--- config.mk ---
export PLATFORM = sky130hd
export DESIGN_NAME = fetch_queue
export DESIGN_NICKNAME = d
export VERILOG_FILES = /design/src/rtl/fetch_pkg.sv /design/src/rtl/fetch_queue_ram.sv /design/src/rtl/fetch_queue.sv
export SDC_FILE = /design/constraint.sdc
export NUM_CORES = 1
export LEC_CHECK = 0
export ABC_CLOCK_PERIOD_IN_PS = 6400
export BUFFER_PORTS_ARGS = -buffer_cell sky130_fd_sc_hd__buf_2
export CORE_ASPECT_RATIO = 1.75
export CORE_MARGIN = 10
export CORE_UTILIZATION = 52
export DETAILED_ROUTE_END_ITERATION = 7
export GPL_TIMING_DRIVEN = 0
export PLACE_DENSITY = 0.72
export SETUP_SLACK_MARGIN = 0.5
export SYNTH_ARGS = -nofsm -noshare
export SYNTH_HDL_FRONTEND = slang
export SYNTH_HIERARCHICAL = 1
export SYNTH_SLANG_ARGS = --single-unit
--- constraint.sdc ---
create_clock -name clock -period 6.4 [get_ports clock]
set_input_delay 1.28 -clock clock [delete_from_list [all_inputs] [get_ports clock]]
set_output_delay 1.28 -clock clock [all_outputs]
set_load 0.03 [all_outputs]
--- src/rtl/fetch_pkg.sv ---
// Shared types and constants for the instruction fetch queue.
package fetch_pkg;

  localparam logic [31:0] NOP_INSTR      = 32'h0000_0013;
  localparam logic [31:0] ADDR_START_DEF = 32'h0100_0000;

  typedef struct packed {
    logic [31:0] pc;
    logic [31:0] instr;
    logic        filled;
  } fq_entry_t;

  function automatic int fq_clog2(input int n);
    int r;
    r = 0;
    while ((1 << r) < n) r++;
    return r;
  endfunction

endpackage

--- src/rtl/fetch_queue_ram.sv ---
// Entry storage for the fetch queue: allocate writes pc, fill writes instr, head is read combinationally.
module fetch_queue_ram
  import fetch_pkg::*;
#(
  parameter int DEPTH = 4,
  parameter int AW    = fq_clog2(DEPTH)
) (
  input  logic            clock,
  input  logic            reset,
  input  logic            alloc_en_i,
  input  logic [AW-1:0]   alloc_idx_i,
  input  logic [31:0]     alloc_pc_i,
  input  logic            fill_en_i,
  input  logic [AW-1:0]   fill_idx_i,
  input  logic [31:0]     fill_instr_i,
  input  logic [AW-1:0]   rd_idx_i,
  output fq_entry_t       rd_entry_o
);

  fq_entry_t mem_q [DEPTH];

  // Allocate and fill never target the same slot in one cycle: a response
  // always belongs to a request accepted on an earlier cycle.
  always_ff @(posedge clock or negedge reset) begin
    if (!reset) begin
      for (int i = 0; i < DEPTH; i++) mem_q[i] <= '0;
    end else begin
      if (alloc_en_i) mem_q[alloc_idx_i] <= '{pc: alloc_pc_i, instr: NOP_INSTR, filled: 1'b0};
      if (fill_en_i) begin
        mem_q[fill_idx_i].instr  <= fill_instr_i;
        mem_q[fill_idx_i].filled <= 1'b1;
      end
    end
  end

  assign rd_entry_o = mem_q[rd_idx_i];

endmodule

--- src/rtl/fetch_queue.sv ---
// Decoupled fetch front end: owns the PC, issues imem reads, buffers responses in order.
// Optional performance counters are built when FETCH_PERF_CNT_EN is defined.
module fetch_queue
  import fetch_pkg::*;
#(
  parameter int          DEPTH      = 4,
  parameter int          MAX_OUTST  = 2,
  parameter logic [31:0] ADDR_START = ADDR_START_DEF
) (
  input  logic        clock,
  input  logic        reset,
  output logic        imem_req_valid,
  input  logic        imem_req_ready,
  output logic [31:0] imem_req_addr,
  input  logic        imem_rsp_valid,
  input  logic [31:0] imem_rsp_data,
  input  logic        redirect,
  input  logic [31:0] redirect_target,
  input  logic        stall,
  output logic        d_valid,
  output logic [31:0] d_pc,
  output logic [31:0] d_instr
`ifdef FETCH_PERF_CNT_EN
  ,
  output logic [31:0] perf_stall_cyc,
  output logic [31:0] perf_empty_cyc,
  output logic [31:0] perf_flush_cnt
`endif
);

  localparam int AW = fq_clog2(DEPTH);
  localparam int OW = fq_clog2(MAX_OUTST + 1);

  logic [31:0]   pc_q, pc_d;
  logic [AW-1:0] wr_q, wr_d, fill_q, fill_d, rd_q, rd_d;
  logic [AW:0]   occ_q, occ_d;
  logic [OW-1:0] outst_q, outst_d, drop_q, drop_d, outst_nx;
  logic          issue, rsp_drop, rsp_fill, pop, not_empty;
  fq_entry_t     head;

  // Gated by reset so no request is presented while the block is held in reset.
  assign imem_req_valid = reset && !redirect && (occ_q < (AW+1)'(DEPTH)) && (outst_q < OW'(MAX_OUTST));
  assign imem_req_addr  = pc_q;
  assign issue          = imem_req_valid && imem_req_ready;
  assign rsp_drop       = imem_rsp_valid && (drop_q != '0);
  assign rsp_fill       = imem_rsp_valid && (drop_q == '0);

  assign not_empty = (occ_q != '0);
  assign d_valid   = not_empty && head.filled;
  assign d_pc      = not_empty ? head.pc : pc_q;
  assign d_instr   = d_valid ? head.instr : NOP_INSTR;
  assign pop       = !stall && !redirect && d_valid;

  always_comb begin
    outst_nx = outst_q + OW'(issue) - OW'(imem_rsp_valid);
    pc_d     = pc_q;
    wr_d     = wr_q;
    fill_d   = fill_q;
    rd_d     = rd_q;
    occ_d    = occ_q;
    drop_d   = drop_q;
    outst_d  = outst_nx;
    if (redirect) begin
      // Everything still in flight after this cycle is stale, including
      // nothing issued now (req_valid is low) and not the response landing now.
      wr_d   = rd_q;
      fill_d = rd_q;
      occ_d  = '0;
      pc_d   = {redirect_target[31:2], 2'b00};
      drop_d = outst_nx;
    end else begin
      if (issue) begin
        wr_d = wr_q + 1'b1;
        pc_d = pc_q + 32'd4;
      end
      if (rsp_fill) fill_d = fill_q + 1'b1;
      if (rsp_drop) drop_d = drop_q - 1'b1;
      if (pop)      rd_d   = rd_q + 1'b1;
      occ_d = occ_q + (AW+1)'(issue) - (AW+1)'(pop);
    end
  end

  always_ff @(posedge clock or negedge reset) begin
    if (!reset) begin
      pc_q    <= ADDR_START;
      wr_q    <= '0;
      fill_q  <= '0;
      rd_q    <= '0;
      occ_q   <= '0;
      outst_q <= '0;
      drop_q  <= '0;
    end else begin
      pc_q    <= pc_d;
      wr_q    <= wr_d;
      fill_q  <= fill_d;
      rd_q    <= rd_d;
      occ_q   <= occ_d;
      outst_q <= outst_d;
      drop_q  <= drop_d;
    end
  end

  fetch_queue_ram #(.DEPTH(DEPTH), .AW(AW)) u_ram (
    .clock        (clock),
    .reset        (reset),
    .alloc_en_i   (issue),
    .alloc_idx_i  (wr_q),
    .alloc_pc_i   (pc_q),
    .fill_en_i    (rsp_fill && !redirect),
    .fill_idx_i   (fill_q),
    .fill_instr_i (imem_rsp_data),
    .rd_idx_i     (rd_q),
    .rd_entry_o   (head)
  );

`ifdef FETCH_PERF_CNT_EN
  always_ff @(posedge clock or negedge reset) begin
    if (!reset) begin
      perf_stall_cyc <= '0;
      perf_empty_cyc <= '0;
      perf_flush_cnt <= '0;
    end else begin
      if (stall && d_valid)     perf_stall_cyc <= perf_stall_cyc + 32'd1;
      if (!d_valid && !redirect) perf_empty_cyc <= perf_empty_cyc + 32'd1;
      if (redirect)             perf_flush_cnt <= perf_flush_cnt + 32'd1;
    end
  end
`endif

endmodule
After elaboration in Yosys (flattened, before gate mapping)
Index checks and enable logic that the tools add are counted.

word-level totals
  output and inout port bits = 98
  logic and storage cells = 85
  input port bits = 70
  bits in registers = 305

cells by class
  bitwise logic cells = 4
  magnitude comparators = 7
  mux-type cells = 25
  reduce and logical (&&, ||, !) cells = 21
  add/sub/neg operators = 9

operator list
  cell                                                 count
  bitwise mux 260 bit                                  3
  2-to-1 mux 260 bit                                   2
  demux 65 bit (select 2 bit)                          3
  2-to-1 mux 65 bit                                    3
  binary-select mux 65 bit (select 2 bit)              1
  2-to-1 mux 32 bit                                    4
  2-to-1 mux 33 bit                                    1
  adder 32 x 3 -> 32 bit (second input constant)       1
  logical AND 1 bit                                    12
  2-to-1 mux 2 bit                                     6
  >= comparator 3 bit (second input constant)          3
  inverter 2 -> 3 bit                                  3
  nonzero test 2 bit                                   4
  adder 2 x 1 -> 2 bit (second input constant)         3
  < comparator 3 x 1 -> 1 bit (second input constant)  2
  adder 3 x 1 -> 3 bit                                 1
  < comparator 3 bit (second input constant)           1
  2-to-1 mux 3 bit                                     1
  nonzero test 3 bit                                   1
  subtractor 3 x 1 -> 3 bit                            1
  adder 2 x 1 -> 2 bit                                 1
  zero test 1 bit                                      2
  zero test 2 bit                                      1
  < comparator 2 bit (second input constant)           1
  other kinds (5)                                      5

Depth between registers and ports, before layout
Gate-level depths: netlist of run 1.

  depth after elaboration = 10
  mapped depth = 13

Modules after synthesis
The synthesis of run 1 kept the hierarchy.

modules (own cells, without submodules)
  module           cells an instance  area each (µm²)  times used  sequential area each (µm²)
  fetch_queue_ram  870                12518.3          1           6506.2
  fetch_queue      357                3074.2           1           1077.3

Least setup slack after synthesis of run 1
No wires, ideal clock.

  path type = input to register
  start point = in redirect
  end point = reg occ_q[2]
  data arrival time = 3942 ps
  setup time = 131 ps
  buffers on the path = 0
  cell stages on the path = 10
  setup slack = 2326 ps
  path through = nor4b_1 nand2_1 ha_1 inv_1 ha_1 inv_1 fa_1 xor2_1 xnor2_1 nor2_1

on the way
  word-level cells in the longest chain between the ends = 8
  elaborated cells on any way between the ends = 10

ends and longest elaborated chain
  item                            RTL line                              text
  start: declaration              fetch_queue.sv:17                     input logic redirect,
  zero test 1 bit                 fetch_queue.sv:42, fetch_queue.sv:52
  logical AND 1 bit (3 in a row)  fetch_queue.sv:42                     assign imem_req_valid = reset && !redirect && (occ_q < (AW+1)'(DEPTH)) && (outst_q < OW'(MAX_OUTST));
  logical AND 1 bit               fetch_queue.sv:44                     assign issue = imem_req_valid && imem_req_ready;
  adder 3 x 1 -> 3 bit            fetch_queue.sv:79                     occ_d = occ_q + (AW+1)'(issue) - (AW+1)'(pop);
  subtractor 3 x 1 -> 3 bit       fetch_queue.sv:79
  2-to-1 mux 3 bit *              fetch_queue.sv:63                     if (redirect) begin
  named net occ_d[2]              fetch_queue.sv:36                     logic [AW:0] occ_q, occ_d;
  end signal: assignment          fetch_queue.sv:89                     occ_q <= '0;
  end signal: assignment          fetch_queue.sv:97                     occ_q <= occ_d;
  end: declaration                fetch_queue.sv:36

Mark *: on every way through the listed nets, which the timed path passes. The rest lies on a longest branch.
A chain may end at the register's enable or synchronous reset.

==> out/qor.json, run 1 <==
{
  "worst_setup_path": {
    "cpPeakStageDelay_ns": 0.43,
    "critical_path_data_required_time_ns": 5.12,
    "setup.worst_path.class": "flop to primary output",
    "timing.critical_path.fanout_max": 10,
    "r2r_slack_ns": 2.84,
    "slowest_cell_on_the_critical_path": "sky130_fd_sc_hd__clkbuf_1",
    "rr_worst_depth": 13,
    "worst_r2r_endpoint": "occ_q[2]",
    "worst_r2r_startpoint": "rd_q[1]",
    "critical_path_source_type": "flop",
    "cp.arrival_ns": 3.35,
    "endpoint_kind": "primary output",
    "crit_path_frequent_cell": "sky130_fd_sc_hd__buf_2",
    "cp_cell_sequence": "buf_2 -> buf_2 -> mux4_2 -> clkbuf_1 -> clkbuf_1 -> and3_1 -> buf_2"
  },
  "power_and_ir_drop": {
    "power.share.clock_pct": 21.5,
    "vdd.ir_drop.worst_uv": 326,
    "cellLeakagePower_uw": 0.00832,
    "share_comb_of_total_power_pct": 40.8,
    "power_report.internal_total_uw": 5310,
    "power_density_nw_per_um2": 467,
    "power.switching_uw": 3090,
    "totalPowerFinal_uw": 8400,
    "sequential_share_of_power_pct": 37.7,
    "power.share.switching_pct": 36.8
  },
  "global_route": {
    "grt_use_met3_pct": 3.31,
    "grt_antenna_before_repair": 0,
    "overall_overflow_remaining_after_global_route": 0,
    "grt_pass1_vias": 12300,
    "globalRouteMet2Util_pct": 43.6,
    "grt_pass1_wl_mm": 71.2,
    "global_route.peak_usage_layer": "met2",
    "grt_usage_pct": 24.2,
    "grt_max_degree": 121,
    "grt_util_met1_pct": 27.4
  },
  "synthesis": {
    "synth-warning-count": 6,
    "post-synth-top-count-cell": "sky130_fd_sc_hd__dfrtp_1",
    "dominantRegCellSynth": "sky130_fd_sc_hd__dfrtp_1",
    "synth.area.top_cells": "sky130_fd_sc_hd__dfrtp_1, sky130_fd_sc_hd__mux4_2, sky130_fd_sc_hd__mux2_2",
    "synth_cell_types": 52,
    "synth_seq_area_share_pct": 48.6,
    "yosys_register_bits": 303,
    "number_of_enable_flip_flop_cells_after_synthesis": 0,
    "synth_area_um2": 15600,
    "synthDominantCellAreaShare_pct": 48.5,
    "post_synth_inst_count": 1227,
    "synth_commonest_cells": "sky130_fd_sc_hd__dfrtp_1, sky130_fd_sc_hd__mux2_2, sky130_fd_sc_hd__mux4_2, sky130_fd_sc_hd__clkbuf_1, sky130_fd_sc_hd__a31o_2",
    "synthDominantAreaCellType": "sky130_fd_sc_hd__dfrtp_1",
    "postSynthAreaPerCell_um2": 12.7,
    "synth_async_sr_flop_share_pct": 100
  },
  "floorplanning": {
    "std_cell_rows": 83,
    "ios": 168,
    "dieArea_um2": 37600,
    "dieWidth_um": 151,
    "initial_core_util_pct": 52.9,
    "die_h_um": 249,
    "core_um2": 29500
  },
  "sta": {
    "setup_viol": 0,
    "max_freq_mhz": 216,
    "final.period_utilization_pct": 72.3,
    "finClkSkew_ns": 0.00787,
    "tightestPinTransition_ns": 0.960,
    "totalNegativeSetupSlack_ns": 0,
    "period_needed_ns": 4.63,
    "timing_max_transition_violations_final": 0,
    "rsz0062_at_grt": "no",
    "total_count_of_hold_check_failures_in_the_final_report": 0,
    "slew_headroom_pct": 35.4
  },
  "clock_network": {
    "cts_root_buffer": "sky130_fd_sc_hd__clkbuf_16",
    "clock_pin_slew_of_the_registers_on_the_worst_case_setup_and_hold_paths_ns": 0.06,
    "worst_skew_late_latency_ns": 0.57,
    "max-clock-path-buffers": 3,
    "cts_inserted_buffers": 30,
    "tritoncts": "built",
    "numClockSinks": 303,
    "post_cts.resized_instances": 0,
    "post-cts-setup-buffer-count": 0,
    "post_cts_hold_buffer_count": 0,
    "cts-htree-levels": 1
  },
  "run": {
    "drv.max_cap_violation_count": 0
  },
  "final_layout": {
    "antenna-diode-count": 0,
    "final_net_count": 1510,
    "area_growth_pct": 15.4,
    "layout-drive-gt1-share_pct": 37.8,
    "final-seq-area_um2": 7580,
    "final_cell_area_um2": 18000,
    "final_layout_fill_cell_count": 2387,
    "final_cells": 1839,
    "area_of_the_multi_input_gates_um2": 7170
  },
  "placement": {
    "dpl_cell_area_um2": 17000,
    "place_hpwl_mm": 33.0,
    "placer_congestion_estimate": 0.904,
    "numPlacedInstances": 1783,
    "port_buffers": 163
  },
  "run_status": {
    "run_status": "completed"
  },
  "worst_hold_path": {
    "hp-start": "u_ram/mem_q[117]",
    "hold-path-cell-count": 1,
    "min_path_type": "flop to flop",
    "hold_path_end": "u_ram/mem_q[117]"
  },
  "route": {
    "via_count": 11700,
    "totalWireLength_mm": 46.2,
    "postRouteAntennaNets": 0,
    "drt_pass1_iterations": 7,
    "vias_per_cell": 6.34,
    "drc": 0,
    "drt_iter0_drc": 1055,
    "post_drt_wl_per_cell_um": 25.1
  }
}
-- cells in the final DEF (no fill, tap or decap), drive strengths merged, types with 10 or more instances in the layout --
cell,netlist,routed
and3,34,34
clkbuf,62,102
or4,10,10
conb,1,10
and4bb,14,14
and4b,58,58
dfrtp,302,302
o31ai,37,37
nor4bb,22,22
inv,53,55
nand3,13,13
xnor2,14,14
buf,64,229
nand2,37,37
mux4,65,65
a31o,87,87
o21ai,31,31
mux2,157,157
a31oi,25,25
nand4,47,47
nor2,20,20
-- flip-flops by register name, indices dropped and copies added (netlist names) --
| name | count |
|---|---|
| fill_q | 2 |
| imem_req_addr | 30 |
| drop_q | 2 |
| outst_q | 2 |
| wr_q | 2 |
| occ_q | 3 |
| u_ram/mem_q | 260 |
| rd_q | 2 |
-- worst max path at each step --
| stage | depth (start not counted) | slack [ns] | to | start |
|---|---|---|---|---|
| finish | 7 | 1.77 | d_instr[30] | rd_q[1] |
| detailed placement | 9 | 1.81 | u_ram/mem_q[251] | reset |
| global route | 7 | 1.58 | d_instr[30] | rd_q[1] |
| global placement | 11 | -2.30 | occ_q[2] | reset |
| CTS | 7 | 1.70 | d_instr[30] | rd_q[1] |
| floorplan | 10 | 2.33 | occ_q[2] | redirect |
-- per-stage QoR --
stage                     hold WS, ns  utilization [%]  setup slack, ns
after floorplan                 0.452                -             2.33
after global placement          0.461             57.4            -2.30
after detailed placement        0.469             57.6             1.81
after CTS                       0.483             61.0             1.70
after global routing            0.496             61.0             1.58
final                           0.482             61.0             1.77
-- area by class of cell --
class,count,share of cell area [%]
buffer,126,3.74
clock buffer,40,4.72
clock inverter,16,0.890
inverter,53,1.11
multi-input combinational,754,39.8
sequential,303,42.1
tap,382,2.66
timing repair buffer,165,4.89
-- cells by family (layout without fill, tap and decap cells) --
family          after synthesis  in the layout  synth area share, %
compound gates              190            190                 9.12
xor+xnor                     22             22                 1.24
fa+ha+maj                     7              7                0.610
buf+inv                     179            400                 5.59
flops                       303            303                 48.6
mux                         223            223                 20.8
other cells                   1             10               0.0241
simple gates                302            302                 14.0
-- routing by layer --
metal	up-vias	wire (µm)
met5	-	0
met4	0	2000
met3	123	2560
met2	468	24800
met1	5986	16900
li1	5087	-
-- power by group through the flow --
stage	Clock [µW]	Combinational (µW)	Sequential, µW
after floorplan	0	2510	3050
after global placement	0	3360	3140
after detailed placement	0	3430	3180
after CTS	1830	3450	3150
after global routing	1920	3670	3240
final	1800	3430	3170
-- worst max-delay path, delay by kind of cell, from the launching register on --
family	cells	cell delay, ns
DFF	1	0.40
muxes	1	0.31
and+or+nand+nor	1	0.27
buffers and inverters	5	1.79
Note: power is estimated with default switching activity, not from simulation.
==> run 2: changes to the inputs <==
--- a/config.mk
+++ b/config.mk
@@ -5,14 +5,15 @@
 export SDC_FILE = /design/constraint.sdc
 export NUM_CORES = 1
 export LEC_CHECK = 0
-export ABC_CLOCK_PERIOD_IN_PS = 6400
+export ABC_AREA = 1
+export ABC_CLOCK_PERIOD_IN_PS = 3780
 export BUFFER_PORTS_ARGS = -buffer_cell sky130_fd_sc_hd__buf_2
 export CORE_ASPECT_RATIO = 1.75
 export CORE_MARGIN = 10
 export CORE_UTILIZATION = 52
 export DETAILED_ROUTE_END_ITERATION = 7
 export GPL_TIMING_DRIVEN = 0
-export PLACE_DENSITY = 0.72
+export PLACE_DENSITY = 0.75
 export SETUP_SLACK_MARGIN = 0.5
 export SYNTH_ARGS = -nofsm -noshare
 export SYNTH_HDL_FRONTEND = slang
==> constraint.sdc (replaced) <==
create_clock -name clock -period 3.78 [get_ports clock]
set_input_delay 0.756 -clock clock [delete_from_list [all_inputs] [get_ports clock]]
set_output_delay 0.756 -clock clock [all_outputs]
set_load 0.03 [all_outputs]
==> run 2 against run 1 <==
Register-to-register slack worse by 1.9 ns. Highest routed layer unchanged. Synthesized cell count is 66% higher. Final cell count increased by 44%. Die area fell by 0.16%. Sequential share of layout area decreased by 0.27 points. Clock power rose by 71%. Area after synthesis decreased by 0.18%. Power increased by 71%. Via count increased by 25%. Critical path depth increased by 2. Routed wire length up 11%.
==> out/qor.json, run 2 <==
{
  "worst_setup_path": {
    "crit_path_frequent_cell": "sky130_fd_sc_hd__buf_6",
    "cp_cell_sequence": "inv_2 -> buf_6 -> buf_6 -> o211ai_1 -> nand2_1 -> nand2_4 -> buf_6 -> or2_2 -> buf_2",
    "critical_path_data_required_time_ns": 3.02,
    "cp.arrival_ns": 2.46,
    "slowest_cell_on_the_critical_path": "sky130_fd_sc_hd__dfrtp_2",
    "timing.critical_path.fanout_max": 10,
    "critical_path_source_type": "flop",
    "endpoint_kind": "primary output",
    "worst_r2r_startpoint": "rd_q[0]",
    "cpPeakStageDelay_ns": 0.46,
    "setup.worst_path.class": "flop to primary output",
    "r2r_slack_ns": 0.92,
    "cp-startpoint": "rd_q[0]"
  },
  "floorplanning": {
    "std_cell_rows": 83,
    "die_h_um": 249,
    "core_um2": 29500,
    "initial_core_util_pct": 52.8,
    "dieArea_um2": 37500,
    "ios": 168,
    "dieWidth_um": 151
  },
  "power_and_ir_drop": {
    "power_density_nw_per_um2": 794,
    "cellLeakagePower_uw": 0.00927,
    "vdd.ir_drop.worst_uv": 463,
    "totalPowerFinal_uw": 14400
  },
  "placement": {
    "numPlacedInstances": 2594,
    "placer_congestion_estimate": 0.957,
    "place_hpwl_mm": 37.9,
    "port_buffers": 163,
    "place_worst_setup_slack_ns": 0.116
  },
  "route": {
    "post_drt_wl_per_cell_um": 19.3,
    "drt-met1-wl_mm": 18.8,
    "met2_length_mm": 26.3,
    "totalWireLength_mm": 51.2,
    "drt_pass1_iterations": 6,
    "drc": 0,
    "vias_per_cell": 5.50,
    "postRouteAntennaNets": 0,
    "highest-signal-layer": "met4",
    "drt_iter0_drc": 1308,
    "met3_length_mm": 3.03,
    "via_count": 14600
  },
  "sta": {
    "totalNegativeSetupSlack_ns": 0,
    "max_freq_mhz": 311,
    "setup_viol": 0,
    "layout_setup_ws_ns": 0.561,
    "whs_ns": 0.132,
    "total_count_of_hold_check_failures_in_the_final_report": 0,
    "tightestPinTransition_ns": 0.684,
    "final.period_utilization_pct": 85.2,
    "rsz0062_at_grt": "yes",
    "timing_max_transition_violations_final": 0,
    "period_needed_ns": 3.22,
    "finClkSkew_ns": 0.0147,
    "slew_headroom_pct": 54.4
  },
  "synthesis": {
    "synth_commonest_cells": "sky130_fd_sc_hd__nand2_1, sky130_fd_sc_hd__dfrtp_1, sky130_fd_sc_hd__o21ai_0, sky130_fd_sc_hd__inv_1, sky130_fd_sc_hd__nand3_1",
    "post_synth_inst_count": 2037,
    "number_of_enable_flip_flop_cells_after_synthesis": 0,
    "synth_cell_types": 38,
    "synth_seq_area_share_pct": 48.7,
    "synth-warning-count": 6,
    "synth_async_sr_flop_share_pct": 100,
    "dominantRegCellSynth": "sky130_fd_sc_hd__dfrtp_1",
    "synthDominantCellAreaShare_pct": 48.6,
    "yosys_register_bits": 303,
    "synthDominantAreaCellType": "sky130_fd_sc_hd__dfrtp_1",
    "synth.area.top_cells": "sky130_fd_sc_hd__dfrtp_1, sky130_fd_sc_hd__nand2_1, sky130_fd_sc_hd__o21ai_0",
    "synth_area_um2": 15600,
    "postSynthAreaPerCell_um2": 7.64,
    "post-synth-top-count-cell": "sky130_fd_sc_hd__nand2_1"
  },
  "global_route": {
    "grt_antenna_before_repair": 1,
    "grt_max_degree": 91,
    "grt_usage_pct": 26.9,
    "overall_overflow_remaining_after_global_route": 0,
    "grt_pass1_wl_mm": 80.2,
    "grt_pass1_vias": 14800
  },
  "final_layout": {
    "final_layout_fill_cell_count": 2711,
    "final_cells": 2649,
    "final_cell_mix": "sky130_fd_sc_hd__nand2_1, sky130_fd_sc_hd__dfrtp_1, sky130_fd_sc_hd__o21ai_0",
    "area_growth_pct": 16.4,
    "layout.cells.most_common": "sky130_fd_sc_hd__nand2_1",
    "largest_register": "u_ram/mem_q",
    "layout-drive-gt1-share_pct": 16.0,
    "largest_reg_flops": 260,
    "final_net_count": 2321
  },
  "clock_network": {
    "worst_skew_late_latency_ns": 0.57,
    "cts_root_buffer": "sky130_fd_sc_hd__clkbuf_16",
    "tritoncts": "built",
    "cts_inserted_buffers": 28,
    "clock_pin_slew_of_the_registers_on_the_worst_case_setup_and_hold_paths_ns": 0.07,
    "cts-htree-levels": 1,
    "max-clock-path-buffers": 3,
    "numClockSinks": 303
  },
  "run": {
    "drv.max_cap_violation_count": 0
  },
  "worst_hold_path": {
    "min_path_type": "primary input to asynchronous set/reset pin"
  },
  "run_status": {
    "run_status": "completed"
  }
}
[run 2: cell count changes in the layout (fill, tap and decap cells not counted), sizes merged, moves of 65 or more]
cell	before	now
mux4	65	0
o211ai	3	90
o21ai	31	307
nand3	13	144
a31o	87	0
inv	55	273
nor2	20	114
nand2	37	615
mux2	157	0
[run 2: metrics by stage]
step	util (%)	cell area [µm²]
2_1_floorplan	-	15600
3_3_place_gp	57.3	16900
3_5_place_dp	57.6	17000
4_1_cts	61.2	18000
5_1_grt	61.4	18100
6_report	61.4	18100
[run 2: what timing repair did]
action	4_1_cts	5_1_grt
buffers inserted	2	0
hold buffers	0	0
endpoints found under the setup margin	53	51
pin swaps	0	3
gates resized for setup	25	46
[run 2: power breakdown]
part	internal, µW	switching (µW)
sequential	4580	786
combinational	1920	4020
clock	1770	1300
[run 2: final cells by class]
| cell class | instances | area, µm² | share of cell area (%) |
|---|---|---|---|
| Buffer | 123 | 706 | 3.90 |
| Antenna cell | 1 | 2.50 | 0.0138 |
| Timing Repair Buffer | 168 | 958 | 5.29 |
| Tap cell | 382 | 478 | 2.64 |
| Clock inverter | 16 | 189 | 1.04 |
| Clock buffer | 36 | 802 | 4.43 |
| Sequential cell | 303 | 7580 | 41.9 |
| Multi-Input combinational cell | 1347 | 6370 | 35.2 |
| Inverter | 273 | 1030 | 5.66 |
[run 2: path summary, 6_finish.rpt]
path                                     end  cells past startpoint
max                               d_instr[4]                      9
min                         u_ram/mem_q[167]                      1
max reg2reg                         occ_q[2]                     16
min reg2reg                 u_ram/mem_q[248]                      2
max in group asynchronous     u_ram/mem_q[5]                      2
min in group clock         imem_req_addr[12]                      3
[run 2: critical path: cells and delay by family, from the launching register on]
kind,cells,cell delay [ns]
and+or+nand+nor,3,0.53
DFF,1,0.46
AOI/OAI and AO/OA,1,0.10
buffers and inverters,5,0.79
[run 2: cell families after synthesis]
kind of cell,after synthesis,share of synthesized area (%)
simple gates,892,23.8
xor+xnor,12,0.675
compound gates,425,15.4
mux,1,0.0643
flops,303,48.7
buf+inv,396,10.7
fa+ha+maj,7,0.611
other cells,1,0.0241
[run 2: routing by layer]
layer	track usage, %	up-vias
li1	-	6888
met1	30.1	6927
met2	47.0	614
met3	3.45	145
met4	16.0	0
met5	0	-
